==> src/rtl/branch_fetch_pkg.sv <==
// rtl/branch_fetch_pkg.sv - shared defines, types and BHT counter helpers for branch_fetch
`ifndef BRANCH_FETCH_DEFINES
`define BRANCH_FETCH_DEFINES
`define ADDR_WIDTH      32
`define NUM_PIPE_MASKS  5
`define PIPE_REG_PC     5'b00001
`define PIPE_REG_IF_ID  5'b00010
`define PIPE_REG_ID_EX  5'b00100
`define PIPE_REG_EX_MEM 5'b01000
`define PIPE_REG_MEM_WB 5'b10000
`define BHT_WEAK_NT     2'b01
`endif

package branch_fetch_pkg;

  typedef logic [`ADDR_WIDTH-1:0]     addr_t;
  typedef logic [`NUM_PIPE_MASKS-1:0] pipe_mask_t;
  typedef logic [1:0]                 bht_ctr_t;

  localparam bht_ctr_t BHT_RESET = `BHT_WEAK_NT;

  // Two-bit saturating counter step toward the resolved outcome.
  function automatic bht_ctr_t bht_next(input bht_ctr_t ctr, input logic taken);
    bht_ctr_t nxt;
    nxt = ctr;
    if (taken && ctr != 2'b11) begin
      nxt = ctr + 2'b01;
    end else if (!taken && ctr != 2'b00) begin
      nxt = ctr - 2'b01;
    end
    return nxt;
  endfunction

  function automatic logic bht_taken(input bht_ctr_t ctr);
    return ctr[1];
  endfunction

endpackage

==> src/rtl/branch_fetch_if.sv <==
// rtl/branch_fetch_if.sv - fetch-side control and status bundle for branch_fetch
interface branch_fetch_if;
  import branch_fetch_pkg::*;

  pipe_mask_t  stall;
  pipe_mask_t  flush;
  addr_t       jump_address;
  logic        take_branch;
  addr_t       branch_predict;
  logic        resolve_valid;
  logic        resolve_taken;
  addr_t       id_ex_pc;
  addr_t       pc;
  addr_t       if_id_pc;
  logic        if_id_branch_taken;
  logic        branch_taken;
  logic [31:0] branch_count;
  logic [31:0] mispredict_count;

  modport slave (
    input  stall, flush, jump_address, take_branch, branch_predict,
    input  resolve_valid, resolve_taken, id_ex_pc,
    output pc, if_id_pc, if_id_branch_taken, branch_taken,
    output branch_count, mispredict_count
  );

  modport master (
    output stall, flush, jump_address, take_branch, branch_predict,
    output resolve_valid, resolve_taken, id_ex_pc,
    input  pc, if_id_pc, if_id_branch_taken, branch_taken,
    input  branch_count, mispredict_count
  );
endinterface

==> src/rtl/branch_fetch_bht.sv <==
// rtl/branch_fetch_bht.sv - 2-bit saturating branch history table, async read, registered update
module branch_history_table
  import branch_fetch_pkg::*;
#(
  parameter int INDEX_BITS = 4
) (
  input  logic                  clk,
  input  logic                  reset,
  input  logic [INDEX_BITS-1:0] rd_index,
  output bht_ctr_t              rd_ctr,
  input  logic                  wr_en,
  input  logic [INDEX_BITS-1:0] wr_index,
  input  logic                  wr_taken
);

  localparam int ENTRIES = 2 ** INDEX_BITS;

  bht_ctr_t ctr_q [ENTRIES];
  bht_ctr_t ctr_d [ENTRIES];

  // Read sees the pre-update value; a same-index write lands next cycle.
  assign rd_ctr = ctr_q[rd_index];

  always_comb begin
    ctr_d = ctr_q;
    if (wr_en) begin
      ctr_d[wr_index] = bht_next(ctr_q[wr_index], wr_taken);
    end
  end

  always_ff @(posedge clk) begin
    if (reset) begin
      for (int i = 0; i < ENTRIES; i++) begin
        ctr_q[i] <= BHT_RESET;
      end
    end else begin
      ctr_q <= ctr_d;
    end
  end

endmodule

==> src/rtl/branch_fetch.sv <==
// rtl/branch_fetch.sv - PC mux with BHT-gated BTB prediction, IF/ID and ID/EX prediction bits, perf counters
module branch_fetch
  import branch_fetch_pkg::*;
#(
  parameter int    BHT_INDEX_BITS = 4,
  parameter addr_t RESET_PC       = '0
) (
  input  logic           clk,
  input  logic           reset,
  branch_fetch_if.slave  bus
);

  addr_t       pc_q, pc_d;
  addr_t       if_id_pc_q, if_id_pc_d;
  logic        if_id_bt_q, if_id_bt_d;
  logic        branch_taken_q, branch_taken_d;
  logic [31:0] branch_count_q, branch_count_d;
  logic [31:0] mispredict_count_q, mispredict_count_d;

  bht_ctr_t bht_ctr;
  logic     pred_taken;
  logic     flush_pc, flush_if_id, flush_id_ex;
  logic     stall_pc, stall_if_id, stall_id_ex;

  assign flush_pc    = |(bus.flush & `PIPE_REG_PC);
  assign flush_if_id = |(bus.flush & `PIPE_REG_IF_ID);
  assign flush_id_ex = |(bus.flush & `PIPE_REG_ID_EX);
  assign stall_pc    = |(bus.stall & `PIPE_REG_PC);
  assign stall_if_id = |(bus.stall & `PIPE_REG_IF_ID);
  assign stall_id_ex = |(bus.stall & `PIPE_REG_ID_EX);

  branch_history_table #(
    .INDEX_BITS (BHT_INDEX_BITS)
  ) u_bht (
    .clk      (clk),
    .reset    (reset),
    .rd_index (pc_q[BHT_INDEX_BITS-1:0]),
    .rd_ctr   (bht_ctr),
    .wr_en    (bus.resolve_valid),
    .wr_index (bus.id_ex_pc[BHT_INDEX_BITS-1:0]),
    .wr_taken (bus.resolve_taken)
  );

  assign pred_taken = bus.take_branch & bht_taken(bht_ctr);

  always_comb begin
    pc_d               = pc_q + addr_t'(1);
    if_id_pc_d         = pc_q;
    if_id_bt_d         = pred_taken;
    branch_taken_d     = if_id_bt_q;
    branch_count_d     = branch_count_q;
    mispredict_count_d = mispredict_count_q;

    // Redirect beats stall beats prediction.
    if (flush_pc) begin
      pc_d = bus.jump_address;
    end else if (stall_pc) begin
      pc_d = pc_q;
    end else if (pred_taken) begin
      pc_d = bus.branch_predict;
    end

    if (flush_if_id) begin
      if_id_pc_d = '0;
      if_id_bt_d = 1'b0;
    end else if (stall_if_id) begin
      if_id_pc_d = if_id_pc_q;
      if_id_bt_d = if_id_bt_q;
    end

    if (flush_id_ex) begin
      branch_taken_d = 1'b0;
    end else if (stall_id_ex) begin
      branch_taken_d = branch_taken_q;
    end

    if (bus.resolve_valid) begin
      branch_count_d = branch_count_q + 32'd1;
    end
    if (flush_pc) begin
      mispredict_count_d = mispredict_count_q + 32'd1;
    end
  end

  always_ff @(posedge clk) begin
    if (reset) begin
      pc_q               <= RESET_PC;
      if_id_pc_q         <= '0;
      if_id_bt_q         <= 1'b0;
      branch_taken_q     <= 1'b0;
      branch_count_q     <= '0;
      mispredict_count_q <= '0;
    end else begin
      pc_q               <= pc_d;
      if_id_pc_q         <= if_id_pc_d;
      if_id_bt_q         <= if_id_bt_d;
      branch_taken_q     <= branch_taken_d;
      branch_count_q     <= branch_count_d;
      mispredict_count_q <= mispredict_count_d;
    end
  end

  assign bus.pc                 = pc_q;
  assign bus.if_id_pc           = if_id_pc_q;
  assign bus.if_id_branch_taken = if_id_bt_q;
  assign bus.branch_taken       = branch_taken_q;
  assign bus.branch_count       = branch_count_q;
  assign bus.mispredict_count   = mispredict_count_q;

endmodule

==> src/flat_wrapper.sv <==
// flat-port wrapper written by rule: the top's interface ports become plain ports
module branch_fetch_flat import branch_fetch_pkg::*;
#(
  parameter int    BHT_INDEX_BITS = 4,
  parameter addr_t RESET_PC       = '0
)
  (clk, reset, bus_stall, bus_flush, bus_jump_address, bus_take_branch, bus_branch_predict, bus_resolve_valid, bus_resolve_taken, bus_id_ex_pc, bus_pc, bus_if_id_pc, bus_if_id_branch_taken, bus_branch_taken, bus_branch_count, bus_mispredict_count);
  branch_fetch_if bus_i ();
  input  logic clk;
  input  logic reset;
  input wire logic [$bits(bus_i.stall)-1:0] bus_stall;
  input wire logic [$bits(bus_i.flush)-1:0] bus_flush;
  input wire logic [$bits(bus_i.jump_address)-1:0] bus_jump_address;
  input wire logic [$bits(bus_i.take_branch)-1:0] bus_take_branch;
  input wire logic [$bits(bus_i.branch_predict)-1:0] bus_branch_predict;
  input wire logic [$bits(bus_i.resolve_valid)-1:0] bus_resolve_valid;
  input wire logic [$bits(bus_i.resolve_taken)-1:0] bus_resolve_taken;
  input wire logic [$bits(bus_i.id_ex_pc)-1:0] bus_id_ex_pc;
  output wire logic [$bits(bus_i.pc)-1:0] bus_pc;
  output wire logic [$bits(bus_i.if_id_pc)-1:0] bus_if_id_pc;
  output wire logic [$bits(bus_i.if_id_branch_taken)-1:0] bus_if_id_branch_taken;
  output wire logic [$bits(bus_i.branch_taken)-1:0] bus_branch_taken;
  output wire logic [$bits(bus_i.branch_count)-1:0] bus_branch_count;
  output wire logic [$bits(bus_i.mispredict_count)-1:0] bus_mispredict_count;
  assign bus_i.stall = bus_stall;
  assign bus_i.flush = bus_flush;
  assign bus_i.jump_address = bus_jump_address;
  assign bus_i.take_branch = bus_take_branch;
  assign bus_i.branch_predict = bus_branch_predict;
  assign bus_i.resolve_valid = bus_resolve_valid;
  assign bus_i.resolve_taken = bus_resolve_taken;
  assign bus_i.id_ex_pc = bus_id_ex_pc;
  assign bus_pc = bus_i.pc;
  assign bus_if_id_pc = bus_i.if_id_pc;
  assign bus_if_id_branch_taken = bus_i.if_id_branch_taken;
  assign bus_branch_taken = bus_i.branch_taken;
  assign bus_branch_count = bus_i.branch_count;
  assign bus_mispredict_count = bus_i.mispredict_count;
  branch_fetch #(.BHT_INDEX_BITS(BHT_INDEX_BITS), .RESET_PC(RESET_PC)) u_core (.clk(clk), .reset(reset), .bus(bus_i));
endmodule
==> config.mk <==
export PLATFORM = sky130hd
export DESIGN_NAME = branch_fetch_flat
export DESIGN_NICKNAME = d
export VERILOG_FILES = /design/src/rtl/branch_fetch_pkg.sv /design/src/rtl/branch_fetch_if.sv /design/src/rtl/branch_fetch_bht.sv /design/src/rtl/branch_fetch.sv /design/src/flat_wrapper.sv
export SDC_FILE = /design/constraint.sdc
export NUM_CORES = 1
export LEC_CHECK = 0
export CAP_MARGIN = 20
export CORE_AREA = 10 10 142 197
export CTS_CLUSTER_SIZE = 25
export DETAILED_ROUTE_END_ITERATION = 8
export DIE_AREA = 0 0 152 207
export GPL_ROUTABILITY_DRIVEN = 0
export PLACE_DENSITY_LB_ADDON = 0.3
export SLEW_MARGIN = 25
export SYNTH_ARGS = -nofsm -noshare
export SYNTH_HDL_FRONTEND = slang
export SYNTH_HIERARCHICAL = 1
export SYNTH_SLANG_ARGS = --single-unit
==> constraint.sdc <==
create_clock -name clk -period 3.24 [get_ports clk]
set_input_delay 0.486 -clock clk [delete_from_list [all_inputs] [get_ports clk]]
set_output_delay 0.486 -clock clk [all_outputs]
set_load 0.02 [all_outputs]
==> reports/metrics.cfg, run 1 <==
[run_status]
status=complete, no violations

[worst_hold_path]
hp-class=input pin to flop
whs_endpoint=u_core/bus.mispredict_count[2]
hold_depth=4
hold_start=bus_flush[0]

[global_routing]
grt_pass1_vias=7594
grt_max_degree=61
grt_first_pass_wirelength_um=42900
grt.total_usage_pct=16.6
grt_overflow=0
antenna_found_initial=1

[die]
start_util_pct=34.1
fp-row-count=68
die_area_um2=31500
die_h_um=207
core_um2=24300
num_io_pins=241
die_x_um=152

[pwr]
p_per_area_nw_per_um2=440
ir_worst_vdd_mv=0.354
power_w=0.00500
leakagePower_nw=4.10

[logic_synthesis]
netlist_area_um2=8290
syn_inst=948
syn_nets=1064
syn_area_per_cell_um2=8.75
ys_warn_count=6

[worst_setup_path]
worst_setup_path_start_kind=input pin
endpoint_kind=flop
timing.rr.start=u_core/bus.pc[0]
reg2reg_depth=8
crit_arrival_ps=3410
cp.required_ps=3550
r2r_slack_ps=330
path_class=input pin to flop
path_max_fanout=14
timing.rr.end=u_core/bus.pc[12]

[sta]
hold_viol=0
worstMarginPinSlew_ps=784
fin_ws_ps=138
slew_viol_final=0
hold_slack_ps=436
relSlewSlack_pct=47.6
rsz0062_at_grt=no
finalSetupViolCount=0
period_share_pct=95.7
fin_skew_ps=8.78
clock.fmax_ghz=0.322
fin_crit_ps=3100

[detailed_routing]
wl_per_cell_um=18.3
drt.antenna.violating_nets=0
vias=7702
wl_met1_um=11200
wl_met2_um=13900
remaining_drc_errors=0
finalWirelength_um=27000
drtIter0Drc=421
drt_first_pass_iters=5
met3_length_um=1340
highest_layer=met4
viasPerCell=5.23

[job]
maxCapViolCount=0

[place]
pre_cts_ws_ps=-313
portBuffers=208
dp_cells=1440
dpl.hpwl_um=20100
dpl-instance-area_um2=10700

[final_layout]
synthToLayoutAreaGrowth_pct=37.1
instances_no_fill=1473
nFillCells=2410
layout.nets=1260
drive_gt1_share_pct=9.94
finalInstanceArea_um2=11400

[cts]
cts_num_sinks=162
cts_buffers=17
insertion_delay_ps=430
root_buffer=clkbuf_16
cts_buffer_depth=2
h-tree-depth=4
cts_tree=yes
path_clk_slew_ps=70

-- report_power, final --
part | internal (W) | leakage (nW) | switching, W
logic | 0.000259 | 2.45 | 0.000262
registers | 0.00204 | 1.31 | 0.0000685
clock network | 0.00151 | 0.333 | 0.000862
-- placed cells by master, fill, tap and decap left out, drive strengths merged, types with 15 or more instances in the layout --
master / count
nor2: 126
nor4: 15
mux2i: 62
nand2: 77
nand3: 59
and3: 15
dfxtp: 162
clkbuf: 20
xor2: 40
a21oi: 61
nand4: 29
o21ai: 43
xnor2: 28
clkdlybuf4s50: 204
nor3: 29
buf: 30
-- flip-flops by register name (all words and copies together) (netlist names) --
name	flops
u_core/bus.branch_count	32
u_core/bus.branch_taken	1
u_core/bus.if_id_branch_taken	1
u_core/bus.if_id_pc	32
u_core/bus.mispredict_count	32
u_core/bus.pc	32
u_core/u_bht/ctr_q	32
-- critical path, stage by stage --
cell             delay, ps
clkdlybuf4s50_1        500
buf_12                 150
mux2_2                 330
mux4_2                 480
nand2_1                100
o21a_1                 120
ha_1                   250
or3b_2                 520
a41oi_4                330
mux2i_1                120
-- stage by stage --
step / TNS [ps] / util (%)
after detailed placement: -4830 / 43.8
after floorplan: 0 / -
after global placement: -3750 / 43.8
after CTS: 0 / 46.7
after global routing: 0 / 46.7
final: 0 / 46.7
-- layout make-up --
class                   count  area, um2  area share [%]
flip-flops and latches    162       3240            28.5
well taps                 315        394            3.47
clock buffers              20        467            4.11
multi-input cells         719       4720            41.5
clock inverters            12        226            1.99
diodes                      1       2.50          0.0220
repair buffers            234       2270            20.0
inverters                  10       37.5           0.330
-- repair_timing --
item / CTS / global route
hold buffers: 0 / 0
resized for setup: 0 / 1
setup buffers: 0 / 0
endpoints found under the setup margin: 0 / 1
-- worst max-delay path by stage --
stage                                  end  slack, ps  cells after the start             from
finish               u_core/u_bht/ctr_q[9]        140                     10  bus_id_ex_pc[0]
global route         u_core/u_bht/ctr_q[7]         30                     10  bus_id_ex_pc[0]
CTS                  u_core/u_bht/ctr_q[9]        150                     10  bus_id_ex_pc[0]
detailed placement   u_core/u_bht/ctr_q[9]       -310                     10  bus_id_ex_pc[0]
global placement     u_core/u_bht/ctr_q[9]       -260                     10  bus_id_ex_pc[0]
floorplan           u_core/u_bht/ctr_q[25]        320                     10  bus_id_ex_pc[0]
-- metal layers --
layer / global-route usage [%] / vias up
met5: 0 / -
met4: 6.04 / 0
met3: 3.83 / 25
met2: 29.4 / 208
met1: 19.0 / 3696
li1: - / 3773
No activity file was read; power rests on OpenSTA's default activity.
==> inputs of run 2 (changes only) <==
- CORE_AREA: 10 10 142 197 -> 10 10 153 212
- DIE_AREA: 0 0 152 207 -> 0 0 163 222
==> run 2 against run 1 <==
  * Cell count is 4.1% higher
  * Die area rose by 15%
  * Critical path depth is the same
  * Via count shrank 0.93%
  * Flip-flop and latch count unchanged
  * Wire length is 2.8% higher
  * First-iteration DRC count fell by 1.4%
  * Global-route usage shrank 1.8 points
  * Highest routed layer is now met5
  * Total power decreased by 8.9%
  * Worst hold slack about the same
  * Non-clock buffer count up 2
  * Fmax is 0.38% lower
==> reports/metrics.cfg, run 2 (synthesis results as in run 1) <==
[worst_setup_path]
cp.required_ps=3540  ; about the same
path_max_fanout=14  ; unchanged
endpoint_kind=flop
crit_arrival_ps=3420  ; about the same
worst_setup_path_start_kind=input pin
path_class=input pin to flop

[global_routing]
grt_overflow=0  ; unchanged
grt_max_degree=40  ; -34%
antenna_found_initial=1  ; unchanged
grt_pass1_vias=7432  ; -2.1%
grt.total_usage_pct=14.8  ; -1.8 points
grt_first_pass_wirelength_um=42700  ; -0.53%

[cts]
cts_setup_buffers=0  ; unchanged
insertion_delay_ps=430  ; about the same
ctsHoldBuffers=0  ; unchanged
cts_buffers=17  ; unchanged
cts_tree=yes
cts_num_sinks=162  ; unchanged
cts_buffer_depth=2  ; unchanged
root_buffer=clkbuf_16
h-tree-depth=4  ; unchanged
cts_resized=0  ; unchanged
path_clk_slew_ps=60  ; about the same

[final_layout]
layout_commonest_cell=clkdlybuf4s50_1
drive_gt1_share_pct=9.76  ; -0.18 points
nFillCells=2939  ; +22%
synthToLayoutAreaGrowth_pct=36.4
post-route-util_pct=39.9  ; -6.8 points
instances_no_fill=1534  ; +4.1%
seq_area_um2=3240  ; unchanged
layout.nets=1262  ; +0.16%
multi_input_area_um2=4720  ; unchanged
layout_common_cells=clkdlybuf4s50_1 (204), dfxtp_1 (162), nor2_1 (126)

[sta]
worstMarginPinSlew_ps=745  ; -38.2 ps
relSlewSlack_pct=50.1  ; +2.6 points
finalSetupViolCount=0  ; unchanged
hold_viol=0  ; unchanged
fin_skew_ps=8.51  ; -0.270 ps
period_share_pct=96.1  ; +0.37 points
rsz0062_at_grt=no
fin_crit_ps=3110  ; +11.9 ps
clock.fmax_ghz=0.321  ; -0.38%
slew_viol_final=0  ; unchanged
tns_ps=0  ; unchanged

[detailed_routing]
finalWirelength_um=27700  ; +2.8%
drtIter0Drc=415  ; -1.4%
viasPerCell=4.97  ; -4.9%
drt.antenna.violating_nets=0  ; unchanged
drt_first_pass_iters=4  ; -1
vias=7630  ; -0.93%
wl_per_cell_um=18.1  ; -1.3%
remaining_drc_errors=0  ; unchanged

[die]
num_io_pins=241  ; unchanged
fp-row-count=73  ; +7.4%
die_x_um=163  ; +7.2%
die_area_um2=36200  ; +15%
start_util_pct=29.3  ; -4.8 points
core_um2=28300  ; +16%
die_h_um=222  ; +7.2%

[pwr]
leakagePower_nw=4.03  ; -1.6%
p_per_area_nw_per_um2=403  ; -8.4%
ir_worst_vdd_mv=0.350  ; -1.2%
power_w=0.00456  ; -8.9%

[run_status]
status=complete, no violations

[place]
portBuffers=208  ; unchanged
dpl.hpwl_um=21000  ; +4.4%
dp_cells=1502  ; +4.3%

[job]
maxCapViolCount=0  ; unchanged

[worst_hold_path]
hp-class=input pin to flop

[run 2: metal layers]
metal | wire length (um) | GRT usage [%]
met5 | 11 | 0
met4 | 533 | 5.00
met3 | 1490 | 3.47
met2 | 14200 | 26.1
met1 | 11500 | 17.0
[run 2: power breakdown]
| part | switching (W) | internal (W) |
|---|---|---|
| clock | 0.000834 | 0.00109 |
| combinational | 0.000262 | 0.000261 |
| sequential | 0.0000715 | 0.00204 |
| total | 0.00117 | 0.00339 |
[run 2: worst paths after layout]
path                    startpoint                         endpoint  slack [ps]  cells after the start
max                bus_id_ex_pc[0]            u_core/u_bht/ctr_q[1]         130                     10
min                          reset  u_core/bus.mispredict_count[23]         440                      2
max reg2reg       u_core/bus.pc[0]                u_core/bus.pc[12]         330                      8
min reg2reg  u_core/u_bht/ctr_q[9]            u_core/u_bht/ctr_q[9]         490                      2
[run 2: area by class of cell]
type | instances | share of cell area, %
diodes | 1 | 0.0221
clock buffers | 22 | 4.10
clock inverters | 9 | 0.741
inverters | 10 | 0.332
multi-input cells | 719 | 41.7
flip-flops and latches | 162 | 28.7
well taps | 375 | 4.15
repair buffers | 236 | 20.2
[run 2: critical path, stage by stage]
cell and delay (ps):
clkdlybuf4s50_1 500, buf_12 150, mux2_2 330, mux4_2 480, nand2_1 110, o21a_1 120
ha_1 250, or3b_2 520, a41oi_4 340, mux2i_1 130
[run 2: metrics by stage]
step / area (um2) / hold WS, ps / setup slack (ps)
detailed placement: 10800 / 463 / -314
finish: 11300 / 435 / 126
global route: 11300 / 430 / 5.39
CTS: 11300 / 409 / 152
global placement: 10800 / 457 / -268
floorplan: 8290 / 441 / 323
==> inputs of run 3 (changes only) <==
- CORE_AREA: 10 10 153 212 -> 10 10 161 201
- DIE_AREA: 0 0 163 222 -> 0 0 171 211
- GPL_TIMING_DRIVEN: not set -> 0
==> run 3 against run 2 <==
  * Cell count grew 0.26%
  * Die area is 0.29% lower
  * Utilization up 0.30 points
  * Critical path depth did not move
  * Worst hold slack improved by 41 ps
  * Flip-flop and latch count is the same
  * Register-to-register slack worse by 180 ps
  * Wire length grew 7.9%
  * Combinational power rose by 5.7%
  * Total power grew 4.3%
  * Critical path type unchanged
  * Largest cell class unchanged
==> reports/metrics.cfg, run 3 (synthesis results as in run 1) <==
[run_status]
status=complete, no violations

[final_layout]
layout.nets=1286  ; +1.9%
post-route-util_pct=40.2  ; +0.30 points
layout_common_cells=clkdlybuf4s50_1 (203), dfxtp_1 (161), nor2_1 (126)
seq_area_um2=3240  ; about the same
multi_input_area_um2=4740  ; +0.40%
diodes=0  ; -1
synthToLayoutAreaGrowth_pct=37.4
drive_gt1_share_pct=9.55  ; -0.21 points
instances_no_fill=1538  ; +0.26%
nFillCells=2867  ; -2.4%
layout_commonest_cell=clkdlybuf4s50_1

[detailed_routing]
viasPerCell=5.09  ; +2.4%
remaining_drc_errors=0  ; unchanged
wl_per_cell_um=19.5  ; +7.7%
drt.antenna.violating_nets=0  ; unchanged
drt_first_pass_iters=5  ; +1
finalWirelength_um=29900  ; +7.9%
drtIter0Drc=519  ; +25%
vias=7835  ; +2.7%

[cts]
path_clk_slew_ps=70  ; about the same
cts_buffer_depth=2  ; unchanged
cts_tree=yes
cts_num_sinks=162  ; unchanged
root_buffer=clkbuf_16
cts_setup_buffers=0  ; unchanged
insertion_delay_ps=430  ; about the same
h-tree-depth=4  ; unchanged
cts_buffers=17  ; unchanged

[sta]
fin_crit_ps=3150  ; +33.7 ps
clock.fmax_ghz=0.318  ; -1.1%
period_share_pct=97.2  ; +1.0 points
finalSetupViolCount=0  ; unchanged
hold_viol=0  ; unchanged
worstMarginPinSlew_ps=908  ; +163 ps
relSlewSlack_pct=39.0  ; -11 points
slew_viol_final=0  ; unchanged
fin_skew_ps=10.6  ; +2.04 ps

[worst_hold_path]
hp-class=flop to flop
hold_depth=2  ; unchanged
whs_endpoint=u_core/u_bht/ctr_q[3]
hold_start=u_core/u_bht/ctr_q[3]

[worst_setup_path]
cp_slowest_cell=clkdlybuf4s50_1
crit_arrival_ps=3490  ; +70 ps
worst_path_largest_cell_delay_ps=610  ; +90 ps
path_class=input pin to flop
path_max_fanout=10  ; -4
path_cells=clkdlybuf4s50_1, buf_4, mux4_2, mux2i_2, mux2_2, ha_1, or3_1, a21oi_2, o21ba_2, o21ai_0
r2r_slack_ps=150  ; -180 ps
reg2reg_depth=8  ; unchanged
endpoint_kind=flop
worst_setup_path_start_kind=input pin
timing.rr.end=u_core/bus.pc[10]
timing.rr.start=u_core/bus.pc[0]
cp.required_ps=3580  ; +40 ps

[die]
core_um2=28300  ; about the same
start_util_pct=29.3  ; about the same
num_io_pins=241  ; unchanged
die_x_um=171  ; +4.9%
die_h_um=211  ; -5.0%
fp-row-count=69  ; -5.5%
die_area_um2=36100  ; -0.29%

[place]
dp_cells=1506  ; +0.27%
portBuffers=203  ; -2.4%
dpl.hpwl_um=23100  ; +10%

[pwr]
p_per_area_nw_per_um2=417  ; +3.5%
ir_worst_vdd_mv=0.259  ; -26%
p_seq_share_pct=44.2  ; -2.1 points
internal_power_w=0.00353  ; +4.2%
comb_power_share_pct=11.7  ; +0.2 points
p_clk_share_pct=44.2  ; +1.9 points
switchingPower_w=0.00122  ; +4.5%
p_sw_share_pct=25.7  ; +0.059 points
leakagePower_nw=4.06  ; +0.66%

[global_routing]
grt_max_degree=17  ; -57%
antenna_found_initial=1  ; unchanged
grt_overflow=0  ; unchanged
grt_pass1_vias=7917  ; +6.5%
grt.total_usage_pct=16.1  ; +1.2 points
grt_first_pass_wirelength_um=45100  ; +5.6%

[job]
maxCapViolCount=0  ; unchanged

[run 3: changes by cell type in the layout (fill, tap and decap cells not counted), moves of 2 or more]
| cell | delta |
|---|---|
| clkbuf_2 | +2 |
| buf_2 | +9 |
| mux2i_1 | -4 |
| buf_1 | +6 |
| clkbuf_1 | +26 |
| buf_4 | -25 |
| clkinvlp_4 | -2 |
| buf_6 | +4 |
| clkinv_4 | +2 |
| bufinv_16 | +2 |
| mux2i_2 | +4 |
[run 3: what timing repair did]
item / 4_1_cts / 5_1_grt
pin swaps: 0 / 1
endpoints found under the setup margin: 16 / 50
resized for setup: 2 / 8
hold buffers: 0 / 0
gates cloned: 0 / 0
[run 3: cell type report]
cell class | instances | share of cell area, %
plain buffers | 57 | 2.59
clock buffers | 19 | 3.89
clock inverters | 13 | 1.41
inverters | 10 | 0.329
multi-input cells | 719 | 41.6
flip-flops and latches | 162 | 28.5
well taps | 355 | 3.90
repair buffers | 203 | 17.8
[run 3: routing by layer]
layer	track usage, %	vias up	share of wire, %
li1	-	3826	-
met1	18.3	3732	41
met2	28.2	231	50
met3	4.02	44	6.1
met4	5.95	2	2.5
met5	0	-	0.030
[run 3: worst max path at each step]
stage                                        end            start  slack (ps)  cells past startpoint
after floorplan           u_core/u_bht/ctr_q[25]  bus_id_ex_pc[0]         320                     10
after CTS                 u_core/u_bht/ctr_q[19]  bus_id_ex_pc[2]           1                      9
after global placement     u_core/u_bht/ctr_q[1]  bus_id_ex_pc[2]        -360                      8
after global routing      u_core/u_bht/ctr_q[23]  bus_id_ex_pc[2]         -30                     10
final                     u_core/u_bht/ctr_q[19]  bus_id_ex_pc[2]          90                     10
after detailed placement   u_core/u_bht/ctr_q[6]  bus_id_ex_pc[2]        -460                     10
[run 3: power groups by stage]
stage	Clock, W	Combinational, W	Sequential [W]
global placement	0	0.000546	0.00214
CTS	0.00217	0.000552	0.00210
global route	0.00223	0.000594	0.00211
floorplan	0	0.000240	0.00217
finish	0.00210	0.000553	0.00210
detailed placement	0	0.000549	0.00214
[run 3: worst max-delay path, delay by kind of cell]
family	cells	cell delay [ps]
AO/OA/AOI/OAI	3	650
adder cells (fa/ha/maj)	1	260
multiplexers	3	850
buffers and inverters	2	850
AND/OR/NAND/NOR	1	400
[run 3: stage by stage]
step / TNS (ps) / hold slack (ps) / instance area, um2 / total power [W] / setup WS (ps)
CTS: 0 / 477 / 11400 / 0.00482 / 1.06
detailed placement: -16480 / 465 / 10800 / 0.00269 / -465
global route: -74.3 / 515 / 11400 / 0.00493 / -29.3
floorplan: 0 / 441 / 8290 / 0.00241 / 323
global placement: -13650 / 459 / 10800 / 0.00269 / -362
finish: 0 / 476 / 11400 / 0.00475 / 92.2
